$ cat config.mk
export PLATFORM = sky130hd
export DESIGN_NAME = vga_frame_scheduler_flat
export DESIGN_NICKNAME = d
export VERILOG_FILES = /design/src/rtl/vga_pkg.sv /design/src/rtl/vga_frame_scheduler_if.sv /design/src/rtl/bit_sync.sv /design/src/rtl/vga_frame_scheduler.sv /design/src/flat_wrapper.sv
export SDC_FILE = /design/constraint.sdc
export NUM_CORES = 1
export LEC_CHECK = 0
export ABC_AREA = 1
export BUFFER_PORTS_ARGS = -buffer_cell sky130_fd_sc_hd__buf_2
export CAP_MARGIN = 30
export CORE_UTILIZATION = 27
export DETAILED_ROUTE_END_ITERATION = 10
export GPL_ROUTABILITY_DRIVEN = 0
export PLACE_DENSITY = 0.6
export SYNTH_ARGS = -nofsm -noshare
export SYNTH_HDL_FRONTEND = slang
export SYNTH_SLANG_ARGS = --single-unit
$ cat constraint.sdc
create_clock -name pixel_clk -period 6.4 [get_ports pixel_clk]
set_clock_uncertainty 0.05 [all_clocks]
set_input_delay 1.28 -clock pixel_clk [delete_from_list [all_inputs] [get_ports pixel_clk]]
set_output_delay 1.28 -clock pixel_clk [all_outputs]
set_load 0.02 [all_outputs]
$ cat src/rtl/vga_pkg.sv
// Shared types and constants for the VGA scan-out path: scheduler state encoding,
// reset defaults and the 640x480@60 frame geometry used by the timing generator.
package vga_pkg;

    typedef enum logic [1:0] {
        DRAIN = 2'd0,
        FILL  = 2'd1,
        RUN   = 2'd2
    } vga_sched_state_t;

    localparam logic [31:0] DEFAULT_BASE_C = 32'h0000_0000;
    localparam int          HOLD_CYCLES_C  = 8;

    // 640x480 frame geometry; the timing generator counts against these
    localparam int HDISP  = 640;
    localparam int HFP    = 16;
    localparam int HSYNC  = 96;
    localparam int HBP    = 48;
    localparam int HTOTAL = HDISP + HFP + HSYNC + HBP;
    localparam int VDISP  = 480;
    localparam int VFP    = 10;
    localparam int VSYNC  = 2;
    localparam int VBP    = 33;
    localparam int VTOTAL = VDISP + VFP + VSYNC + VBP;

endpackage

$ cat src/rtl/vga_frame_scheduler_if.sv
// Signal bundle between the scheduler and its surroundings (timing generator,
// pixel FIFO flags, page-flip producer and fetcher control).
interface vga_frame_scheduler_if #(
    parameter int ADDR_W = 32,
    parameter int FCNT_W = 16,
    parameter int UCNT_W = 8
);
    logic              fifo_wfull;
    logic              fifo_rempty;
    logic              blank;
    logic              vs;
    logic              flip_req;
    logic [ADDR_W-1:0] flip_base;
    logic              timing_en;
    logic              fetch_hold;
    logic              drain_rd;
    logic [ADDR_W-1:0] base_addr;
    logic              flip_ack;
    logic [FCNT_W-1:0] frame_cnt;
    logic [UCNT_W-1:0] underflow_cnt;
    logic [1:0]        state_o;

    modport master (
        output fifo_wfull, fifo_rempty, blank, vs, flip_req, flip_base,
        input  timing_en, fetch_hold, drain_rd, base_addr, flip_ack,
               frame_cnt, underflow_cnt, state_o
    );

    modport slave (
        input  fifo_wfull, fifo_rempty, blank, vs, flip_req, flip_base,
        output timing_en, fetch_hold, drain_rd, base_addr, flip_ack,
               frame_cnt, underflow_cnt, state_o
    );
endinterface

$ cat src/rtl/bit_sync.sv
// N-stage single-bit synchroniser, asynchronous active-high reset to 0.
// STAGES must be at least 2.
module bit_sync #(
    parameter int STAGES = 2
) (
    input  logic clk,
    input  logic rst,
    input  logic d,
    output logic q
);
    logic [STAGES-1:0] sync_r;

    // shift chain; the first flop is the only one allowed to go metastable
    always_ff @(posedge clk or posedge rst) begin
        if (rst) begin
            sync_r <= '0;
        end else begin
            sync_r <= {sync_r[STAGES-2:0], d};
        end
    end

    assign q = sync_r[STAGES-1];
endmodule

$ cat src/rtl/vga_frame_scheduler.sv
// Pixel-domain scan-out sequencer: primes the FIFO before releasing timing, applies
// page flips only at frame boundaries, and recovers from underflow by drain/re-prime.
module vga_frame_scheduler
    import vga_pkg::*;
#(
    parameter int                ADDR_W       = 32,
    parameter logic [ADDR_W-1:0] DEFAULT_BASE = ADDR_W'(DEFAULT_BASE_C),
    parameter int                HOLD_CYCLES  = HOLD_CYCLES_C,
    parameter int                FCNT_W       = 16,
    parameter int                UCNT_W       = 8
) (
    input  logic                  pixel_clk,
    input  logic                  pixel_rst,
    vga_frame_scheduler_if.slave  bus
);
    localparam int                ECNT_W     = $clog2(HOLD_CYCLES + 1);
    localparam logic [ECNT_W-1:0] HOLD_E     = ECNT_W'(HOLD_CYCLES);
    localparam logic [ADDR_W-1:0] ALIGN_MASK = {{(ADDR_W-2){1'b1}}, 2'b00};
    localparam logic [UCNT_W-1:0] UCNT_MAX   = {UCNT_W{1'b1}};

    vga_sched_state_t  state_r;
    logic              vs_r;
    logic [ECNT_W-1:0] empty_cnt_r;
    logic [ECNT_W-1:0] empty_cnt_nxt_s;
    logic [ADDR_W-1:0] base_r;
    logic              flip_ack_r;
    logic [FCNT_W-1:0] frame_cnt_r;
    logic [UCNT_W-1:0] ucnt_r;
    logic              full_s;
    logic              frame_edge_s;
    logic              underflow_s;
    logic              timing_en_s;
    logic              fetch_hold_s;
    logic              drain_rd_s;

    bit_sync #(.STAGES(2)) u_full_sync (
        .clk (pixel_clk),
        .rst (pixel_rst),
        .d   (bus.fifo_wfull),
        .q   (full_s)
    );

    // event detection and the saturating empty-run count for DRAIN
    always_comb begin
        frame_edge_s    = vs_r & ~bus.vs;
        underflow_s     = bus.blank & bus.fifo_rempty;
        empty_cnt_nxt_s = '0;
        if (bus.fifo_rempty) begin
            if (empty_cnt_r == HOLD_E) begin
                empty_cnt_nxt_s = HOLD_E;
            end else begin
                empty_cnt_nxt_s = empty_cnt_r + ECNT_W'(1);
            end
        end else begin
            empty_cnt_nxt_s = '0;
        end
    end

    // control FSM with base address, flip handshake and event counters
    always_ff @(posedge pixel_clk or posedge pixel_rst) begin
        if (pixel_rst) begin
            state_r     <= DRAIN;
            vs_r        <= 1'b1;
            empty_cnt_r <= '0;
            base_r      <= DEFAULT_BASE & ALIGN_MASK;
            flip_ack_r  <= 1'b0;
            frame_cnt_r <= '0;
            ucnt_r      <= '0;
        end else begin
            vs_r       <= bus.vs;
            flip_ack_r <= 1'b0;
            case (state_r)
                DRAIN: begin
                    empty_cnt_r <= empty_cnt_nxt_s;
                    if (empty_cnt_nxt_s == HOLD_E) begin
                        state_r <= FILL;
                        if (bus.flip_req) begin
                            base_r     <= bus.flip_base & ALIGN_MASK;
                            flip_ack_r <= 1'b1;
                        end
                    end
                end
                FILL: begin
                    empty_cnt_r <= '0;
                    if (full_s) begin
                        state_r <= RUN;
                    end
                end
                RUN: begin
                    empty_cnt_r <= '0;
                    // underflow takes priority; a pending flip waits for DRAIN->FILL
                    if (underflow_s) begin
                        state_r <= DRAIN;
                        if (ucnt_r != UCNT_MAX) begin
                            ucnt_r <= ucnt_r + UCNT_W'(1);
                        end
                    end else if (frame_edge_s) begin
                        frame_cnt_r <= frame_cnt_r + FCNT_W'(1);
                        if (bus.flip_req) begin
                            base_r     <= bus.flip_base & ALIGN_MASK;
                            flip_ack_r <= 1'b1;
                        end
                    end
                end
                default: begin
                    state_r     <= DRAIN;
                    empty_cnt_r <= '0;
                end
            endcase
        end
    end

    // output decode straight from the state register
    always_comb begin
        timing_en_s  = 1'b0;
        fetch_hold_s = 1'b0;
        drain_rd_s   = 1'b0;
        case (state_r)
            DRAIN: begin
                fetch_hold_s = 1'b1;
                drain_rd_s   = ~bus.fifo_rempty;
            end
            FILL: begin
                fetch_hold_s = 1'b0;
            end
            RUN: begin
                timing_en_s = 1'b1;
            end
            default: begin
                fetch_hold_s = 1'b1;
            end
        endcase
    end

    assign bus.timing_en     = timing_en_s;
    assign bus.fetch_hold    = fetch_hold_s;
    assign bus.drain_rd      = drain_rd_s;
    assign bus.base_addr     = base_r;
    assign bus.flip_ack      = flip_ack_r;
    assign bus.frame_cnt     = frame_cnt_r;
    assign bus.underflow_cnt = ucnt_r;
    assign bus.state_o       = state_r;
endmodule
$ cat src/flat_wrapper.sv
// flat-port wrapper written by rule: the top's interface ports become plain ports
module vga_frame_scheduler_flat import vga_pkg::*;
#(
    parameter int                ADDR_W       = 32,
    parameter logic [ADDR_W-1:0] DEFAULT_BASE = ADDR_W'(DEFAULT_BASE_C),
    parameter int                HOLD_CYCLES  = HOLD_CYCLES_C,
    parameter int                FCNT_W       = 16,
    parameter int                UCNT_W       = 8
)
  (pixel_clk, pixel_rst, bus_fifo_wfull, bus_fifo_rempty, bus_blank, bus_vs, bus_flip_req, bus_flip_base, bus_timing_en, bus_fetch_hold, bus_drain_rd, bus_base_addr, bus_flip_ack, bus_frame_cnt, bus_underflow_cnt, bus_state_o);
  vga_frame_scheduler_if #(.ADDR_W(ADDR_W), .FCNT_W(FCNT_W), .UCNT_W(UCNT_W)) bus_i ();
  input  logic pixel_clk;
  input  logic pixel_rst;
  input wire logic [$bits(bus_i.fifo_wfull)-1:0] bus_fifo_wfull;
  input wire logic [$bits(bus_i.fifo_rempty)-1:0] bus_fifo_rempty;
  input wire logic [$bits(bus_i.blank)-1:0] bus_blank;
  input wire logic [$bits(bus_i.vs)-1:0] bus_vs;
  input wire logic [$bits(bus_i.flip_req)-1:0] bus_flip_req;
  input wire logic [$bits(bus_i.flip_base)-1:0] bus_flip_base;
  output wire logic [$bits(bus_i.timing_en)-1:0] bus_timing_en;
  output wire logic [$bits(bus_i.fetch_hold)-1:0] bus_fetch_hold;
  output wire logic [$bits(bus_i.drain_rd)-1:0] bus_drain_rd;
  output wire logic [$bits(bus_i.base_addr)-1:0] bus_base_addr;
  output wire logic [$bits(bus_i.flip_ack)-1:0] bus_flip_ack;
  output wire logic [$bits(bus_i.frame_cnt)-1:0] bus_frame_cnt;
  output wire logic [$bits(bus_i.underflow_cnt)-1:0] bus_underflow_cnt;
  output wire logic [$bits(bus_i.state_o)-1:0] bus_state_o;
  assign bus_i.fifo_wfull = bus_fifo_wfull;
  assign bus_i.fifo_rempty = bus_fifo_rempty;
  assign bus_i.blank = bus_blank;
  assign bus_i.vs = bus_vs;
  assign bus_i.flip_req = bus_flip_req;
  assign bus_i.flip_base = bus_flip_base;
  assign bus_timing_en = bus_i.timing_en;
  assign bus_fetch_hold = bus_i.fetch_hold;
  assign bus_drain_rd = bus_i.drain_rd;
  assign bus_base_addr = bus_i.base_addr;
  assign bus_flip_ack = bus_i.flip_ack;
  assign bus_frame_cnt = bus_i.frame_cnt;
  assign bus_underflow_cnt = bus_i.underflow_cnt;
  assign bus_state_o = bus_i.state_o;
  vga_frame_scheduler #(.ADDR_W(ADDR_W), .DEFAULT_BASE(DEFAULT_BASE), .HOLD_CYCLES(HOLD_CYCLES), .FCNT_W(FCNT_W), .UCNT_W(UCNT_W)) u_core (.pixel_clk(pixel_clk), .pixel_rst(pixel_rst), .bus(bus_i));
endmodule
==> flow_metrics.tcl, run 1 <==
set metrics [dict create \
    startpoint_type "input port" \
    initialDrtViolationCount 76 \
    synth_top_area_share_pct 52.0 \
    cellLeakagePower_nw 2.11 \
    diodes 0 \
    port_buffers 96 \
    worst_slew_pin_slew_ns 0.817 \
    cp-endpoint "bus_drain_rd" \
    grt_antenna_before_repair 0 \
    drt_pass1_iterations 4 \
    cts.htree.levels 3 \
    yosys-mux-area-fraction_pct 0.743 \
    vias_per_cell 4.19 \
    cts_resized 0 \
    cts-root-buf "clkbuf_8" \
    worst-r2r-setup-slack_ns 4.09 \
    cp_common_cell "buf_2" \
    finalCriticalPeriod_ns 3.00 \
    synth_compound_area_share_pct 2.15 \
    ios 101 \
    syn_to_final_growth_pct 25.3 \
    initial_core_util_pct 27.8 \
    dieArea_sq_um 11600 \
    synth.most_common_cell "nand2_1" \
    hold_buffers 0 \
    clock_latency_ns 0.33 \
    syn_area_per_cell_sq_um 9.18 \
    max_stage_delay_ns 0.16 \
    nNetsFinal 475 \
    required_ns 5.07 \
    maxCapViolCount 0 \
    p_comb_share_pct 33.4 \
    yosysTopAreaCell "dfrtp_1" \
    cp_num_buf_inv 2 \
    synth_ff_type "dfrtp_1" \
    grt.overflow.total 0 \
    cts_tree "done" \
    max_freq_mhz 333 \
    power.share.sequential_pct 41.6 \
    path_class "in -> out" \
    startpoint "bus_fifo_rempty" \
    seq_area_frac_synth_pct 52.9 \
    p_switching_uw 495 \
    fill_cells 1118 \
    grt_pass1_wl_um 10600 \
    crit_chain "buf_2 > nor2_1 > buf_2" \
    synth_xor_area_share_pct 5.78 \
    ys_async_sr_fraction_pct 100 \
    ant_nets 0 \
    powerDensity_nw_per_um2 343 \
    crit_family "buffers and inverters" \
    place_inst 558 \
    slowest_stage "buf_2" \
    place_ws_ns 3.34 \
    die_y_um 108 \
    post_cts_buffers 0 \
    register_area_sq_um 1600 \
    syn_inst 330 \
    post-route-period-util_pct 46.9 \
    internal_power_uw 807 \
    synthSimpleGateAreaFrac_pct 27.6 \
    synth_commonest_cells "95 x nand2_1, 63 x dfrtp_1, 47 x nand3_1, 35 x inv_1, 14 x nor2_1" \
    finalSetupTns_ns 0 \
    critPathMaxFanout 6 \
    clkPwrFrac_pct 25.0 \
    core_sq_um 10900 \
    synthAdderAreaFrac_pct 2.89 \
    r2r_cells 11 \
    end_kind "output pin" \
    cts.sinks 64 \
    setup_violations 0 \
    grt_setup_unrepaired "no" \
    drc 0 \
    hold_viol_final 0 \
    netlist_area_sq_um 3030 \
    grt_use_total_pct 11.9 \
    worst_slack_ns 3.40 \
    die_w_um 108 \
    ys_ff_latch 64 \
    status "finished, final reports clean" \
    synth_top_family_by_area "simple AND/OR/NAND/NOR gates" \
    drive_above_1_share_pct 32.1 \
    synth_cell_type_count 27 \
    switching_share_pct 38.0 \
    cts_max_path_buffers 2 \
    synth-edff-count 0 \
    maxSlewHeadroom_pct 45.5 \
    via_count 2400 \
    final_cells 573 \
    wl_per_cell_um 11.1 \
    numCtsBuffers 9 \
    finalWirelength_um 6330 \
    slew_violations 0 \
    crit_arrival_ns 1.67 \
    final_util_pct 34.9 \
    clkTransAtPathRegs_ns 0.07 \
    r2r-start "u_core.empty_cnt_r[0]" \
    crit_cells 3 \
    dp_hpwl_um 4570 \
    yosys-top-cells-area "dfrtp_1 52%, nand2_1 12%, nand3_1 7.8%" \
    hp-class "reg -> reg" \
    grt_pass1_vias 2256 \
    row_count 38 \
    yosys_warnings 0 \
    ir_drop_mv 0.127 \
    multiInputGateArea_sq_um 1190 \
    reg2reg_to "u_core.bus.base_addr[2]" \
    grt_max_degree 65 \
]
final cells by class:
cell class	count	area share, %
sequential	64	42.2
multi-input combinational	220	31.5
tap	140	4.62
clock inverter	2	0.330
inverter	36	3.56
clock buffer	13	4.71
timing repair buffer	98	13.1
power by group through the flow:
stage / Clock [mW] / Sequential, mW / Combinational, mW
floorplan: 0 / 0.644 / 0.222
global placement: 0 / 0.546 / 0.436
detailed placement: 0 / 0.549 / 0.445
CTS: 0.343 / 0.542 / 0.444
global route: 0.357 / 0.554 / 0.491
finish: 0.326 / 0.541 / 0.434
metal layers:
metal,up-vias,track usage [%],part of all wire (%)
li1,1225,-,-
met1,1111,14.8,47
met2,56,19.4,47
met3,8,3.33,5.0
met4,0,4.99,1.4
met5,-,0,0
placed cells by master (no fill, tap or decap), drive strengths merged, types with 7 or more instances in the layout:
master,synthesis,layout
nand2,104,104
buf,11,98
dfrtp,63,63
nand3,49,49
inv,36,36
nor2,20,20
xor2,13,13
clkbuf,0,13
xnor2,7,7
ha,7,7
metrics by stage:
stage | instance area [sq um] | hold slack, ns | power (mW)
finish | 3790 | 0.302 | 1.30
global route | 3790 | 0.314 | 1.40
CTS | 3790 | 0.308 | 1.33
detailed placement | 3600 | 0.292 | 0.994
global placement | 3600 | 0.282 | 0.983
floorplan | 3030 | 0.281 | 0.865
sequential cells by signal, indices dropped and copies added (netlist names):
register / cells
u_core.bus.base_addr: 30
u_core.bus.flip_ack: 1
u_core.bus.frame_cnt: 16
u_core.bus.state_o: 2
u_core.bus.underflow_cnt: 8
u_core.empty_cnt_r: 4
u_core.u_full_sync.sync_r: 2
u_core.vs_r: 1
how the worst min path moves through the flow:
stage          cells past startpoint                            to  slack, ns                    startpoint
6_report                           0  u_core.u_full_sync.sync_r[1]       0.30  u_core.u_full_sync.sync_r[0]
3_5_place_dp                       0  u_core.u_full_sync.sync_r[1]       0.29  u_core.u_full_sync.sync_r[0]
5_1_grt                            0  u_core.u_full_sync.sync_r[1]       0.31  u_core.u_full_sync.sync_r[0]
3_3_place_gp                       0  u_core.u_full_sync.sync_r[1]       0.28  u_core.u_full_sync.sync_r[0]
4_1_cts                            0  u_core.u_full_sync.sync_r[1]       0.31  u_core.u_full_sync.sync_r[0]
2_1_floorplan                      0  u_core.u_full_sync.sync_r[1]       0.28  u_core.u_full_sync.sync_r[0]
cells by family (layout without fill, tap and decap cells):
group / Yosys count / after routing
mux: 2 / 2
compound gates: 7 / 7
simple gates: 182 / 182
buf+inv: 47 / 149
flops: 64 / 64
fa+ha+maj: 7 / 7
other cells: 1 / 2
xor+xnor: 20 / 20
(Power assumes the default switching activity.)
==> inputs of run 2 (changes only) <==
--- a/config.mk
+++ b/config.mk
@@ -11,7 +11,7 @@
 export CORE_UTILIZATION = 27
 export DETAILED_ROUTE_END_ITERATION = 10
 export GPL_ROUTABILITY_DRIVEN = 0
-export PLACE_DENSITY = 0.6
+export PLACE_DENSITY = 0.62
 export SYNTH_ARGS = -nofsm -noshare
 export SYNTH_HDL_FRONTEND = slang
 export SYNTH_SLANG_ARGS = --single-unit
==> constraint.sdc (replaced) <==
create_clock -name pixel_clk -period 2.67 [get_ports pixel_clk]
set_clock_uncertainty 0.05 [all_clocks]
set_input_delay 0.534 -clock pixel_clk [delete_from_list [all_inputs] [get_ports pixel_clk]]
set_output_delay 0.534 -clock pixel_clk [all_outputs]
set_load 0.02 [all_outputs]
==> run 2 against run 1 <==
Hold slack worse by 0.051 ns. Via count up 1.2%. Total power up 140%.
==> flow_metrics.tcl, run 2 (synthesis gave the netlist of run 1 again) <==
set metrics [dict create \
    clock_latency_ns 0.33 \
    reg2reg_to "u_core.bus.base_addr[16]" \
    maxCapViolCount 0 \
    met3_usage_pct 2.48 \
    slowest_stage "dfrtp_1" \
    final_util_pct 35.0 \
    cp_num_buf_inv 3 \
    worst-r2r-setup-slack_ns 0.75 \
    powerDensity_nw_per_um2 823 \
    core_sq_um 10900 \
    path_class "reg -> out" \
    drc 0 \
    finalWirelength_um 6430 \
    grtUsageMet1_pct 14.6 \
    syn_to_final_growth_pct 25.8 \
    layout_commonest_cell "buf_2" \
    grt_pass1_vias 2311 \
    worst_slew_pin_slew_ns 0.674 \
    place_ws_ns 0.747 \
    crit_arrival_ns 1.54 \
    grt_max_degree 35 \
    setup_violations 0 \
    maxSlewHeadroom_pct 55.0 \
    post-route-period-util_pct 79.6 \
    crit_family "buffers and inverters" \
    slew_violations 0 \
    worst_slack_ns 0.544 \
    ant_nets 0 \
    max_stage_delay_ns 0.42 \
    cts_resized 0 \
    ios 101 \
    critPathMaxFanout 5 \
    fin_hold_ws_ns 0.250 \
    startpoint_type "flip-flop" \
    drive_above_1_share_pct 31.9 \
    place_inst 560 \
    r2r_cells 8 \
    grt_pass1_wl_um 10500 \
    numCtsBuffers 9 \
    largest_reg_flops 30 \
    cts-root-buf "clkbuf_8" \
    ir_drop_mv 0.327 \
    diodes 0 \
    finalCriticalPeriod_ns 2.13 \
    place_area_sq_um 3630 \
    final_cell_mix "96 x buf_2, 95 x nand2_1, 63 x dfrtp_1" \
    met2_usage_pct 19.2 \
    wl_per_cell_um 11.2 \
    post_cts_buffers 0 \
    die_w_um 108 \
    end_kind "output pin" \
    hold_buffers 0 \
    die_y_um 108 \
    port_buffers 96 \
    fill_cells 1136 \
    drt_pass1_iterations 4 \
    via_count 2428 \
    cp_common_cell "inv_1" \
    hp-class "in -> async" \
    busiest_layer "met2" \
    vias_per_cell 4.22 \
    dieArea_sq_um 11600 \
    finalSetupTns_ns 0 \
    max_freq_mhz 470 \
    cts.htree.levels 3 \
    final_cells 576 \
    clkTransAtPathRegs_ns 0.07 \
    cts_tree "done" \
    row_count 38 \
    hold_viol_final 0 \
    initial_core_util_pct 27.8 \
    grt.overflow.total 0 \
    initialDrtViolationCount 146 \
    status "finished, final reports clean" \
    cts_max_path_buffers 2 \
    cellLeakagePower_nw 2.12 \
    finalPower_mw 3.14 \
    fin_area_sq_um 3810 \
    dp_hpwl_um 4750 \
    r2r-start "u_core.bus.state_o[0]" \
    cts.sinks 64 \
    grt_use_total_pct 11.8 \
    nNetsFinal 477 \
    grt_antenna_before_repair 0 \
    crit_chain "inv_1 > ha_1 > inv_1 > nor2_1 > buf_2" \
    grt_setup_unrepaired "no" \
    required_ns 2.09 \
]
-- run 2: cell count changes in the layout (fill, tap and decap cells not counted), sizes merged --
cell,before,now
buf,98,100
clkinv,1,3
clkbuf,13,12
clkinvlp,1,0
bufinv,0,1
-- run 2: how the worst max path moves through the flow --
stage / endpoint / startpoint / cells after the start / slack (ns)
after floorplan: u_core.bus.base_addr[10] / pixel_rst / 1 / 0.49
after global placement: u_core.bus.frame_cnt[11] / u_core.bus.state_o[0] / 8 / 0.79
after detailed placement: u_core.bus.base_addr[16] / u_core.bus.state_o[0] / 8 / 0.75
after CTS: bus_drain_rd / u_core.bus.state_o[0] / 5 / 0.51
after global routing: bus_drain_rd / u_core.bus.state_o[0] / 5 / 0.40
final: bus_drain_rd / u_core.bus.state_o[0] / 5 / 0.54
-- run 2: power by group --
part / total [mW] / switching [mW] / internal (mW)
logic: 1.06 / 0.720 / 0.339
clock network: 0.776 / 0.348 / 0.428
registers: 1.30 / 0.124 / 1.18
-- run 2: area by class of cell --
class                      instances  area [sq um]  share of cell area (%)
clock buffer                      12           135                    3.55
clock inverter                     4          45.0                    1.18
inverter                          36           135                    3.55
tap                              140           175                    4.60
timing repair buffer             100           523                    13.7
sequential                        64          1600                    42.1
multi-input combinational        220          1190                    31.4
-- run 2: metal layers --
metal / vias up / wire length, um
li1: 1225 / -
met1: 1139 / 3010
met2: 56 / 3020
met3: 8 / 295
met4: 0 / 99
met5: - / 0
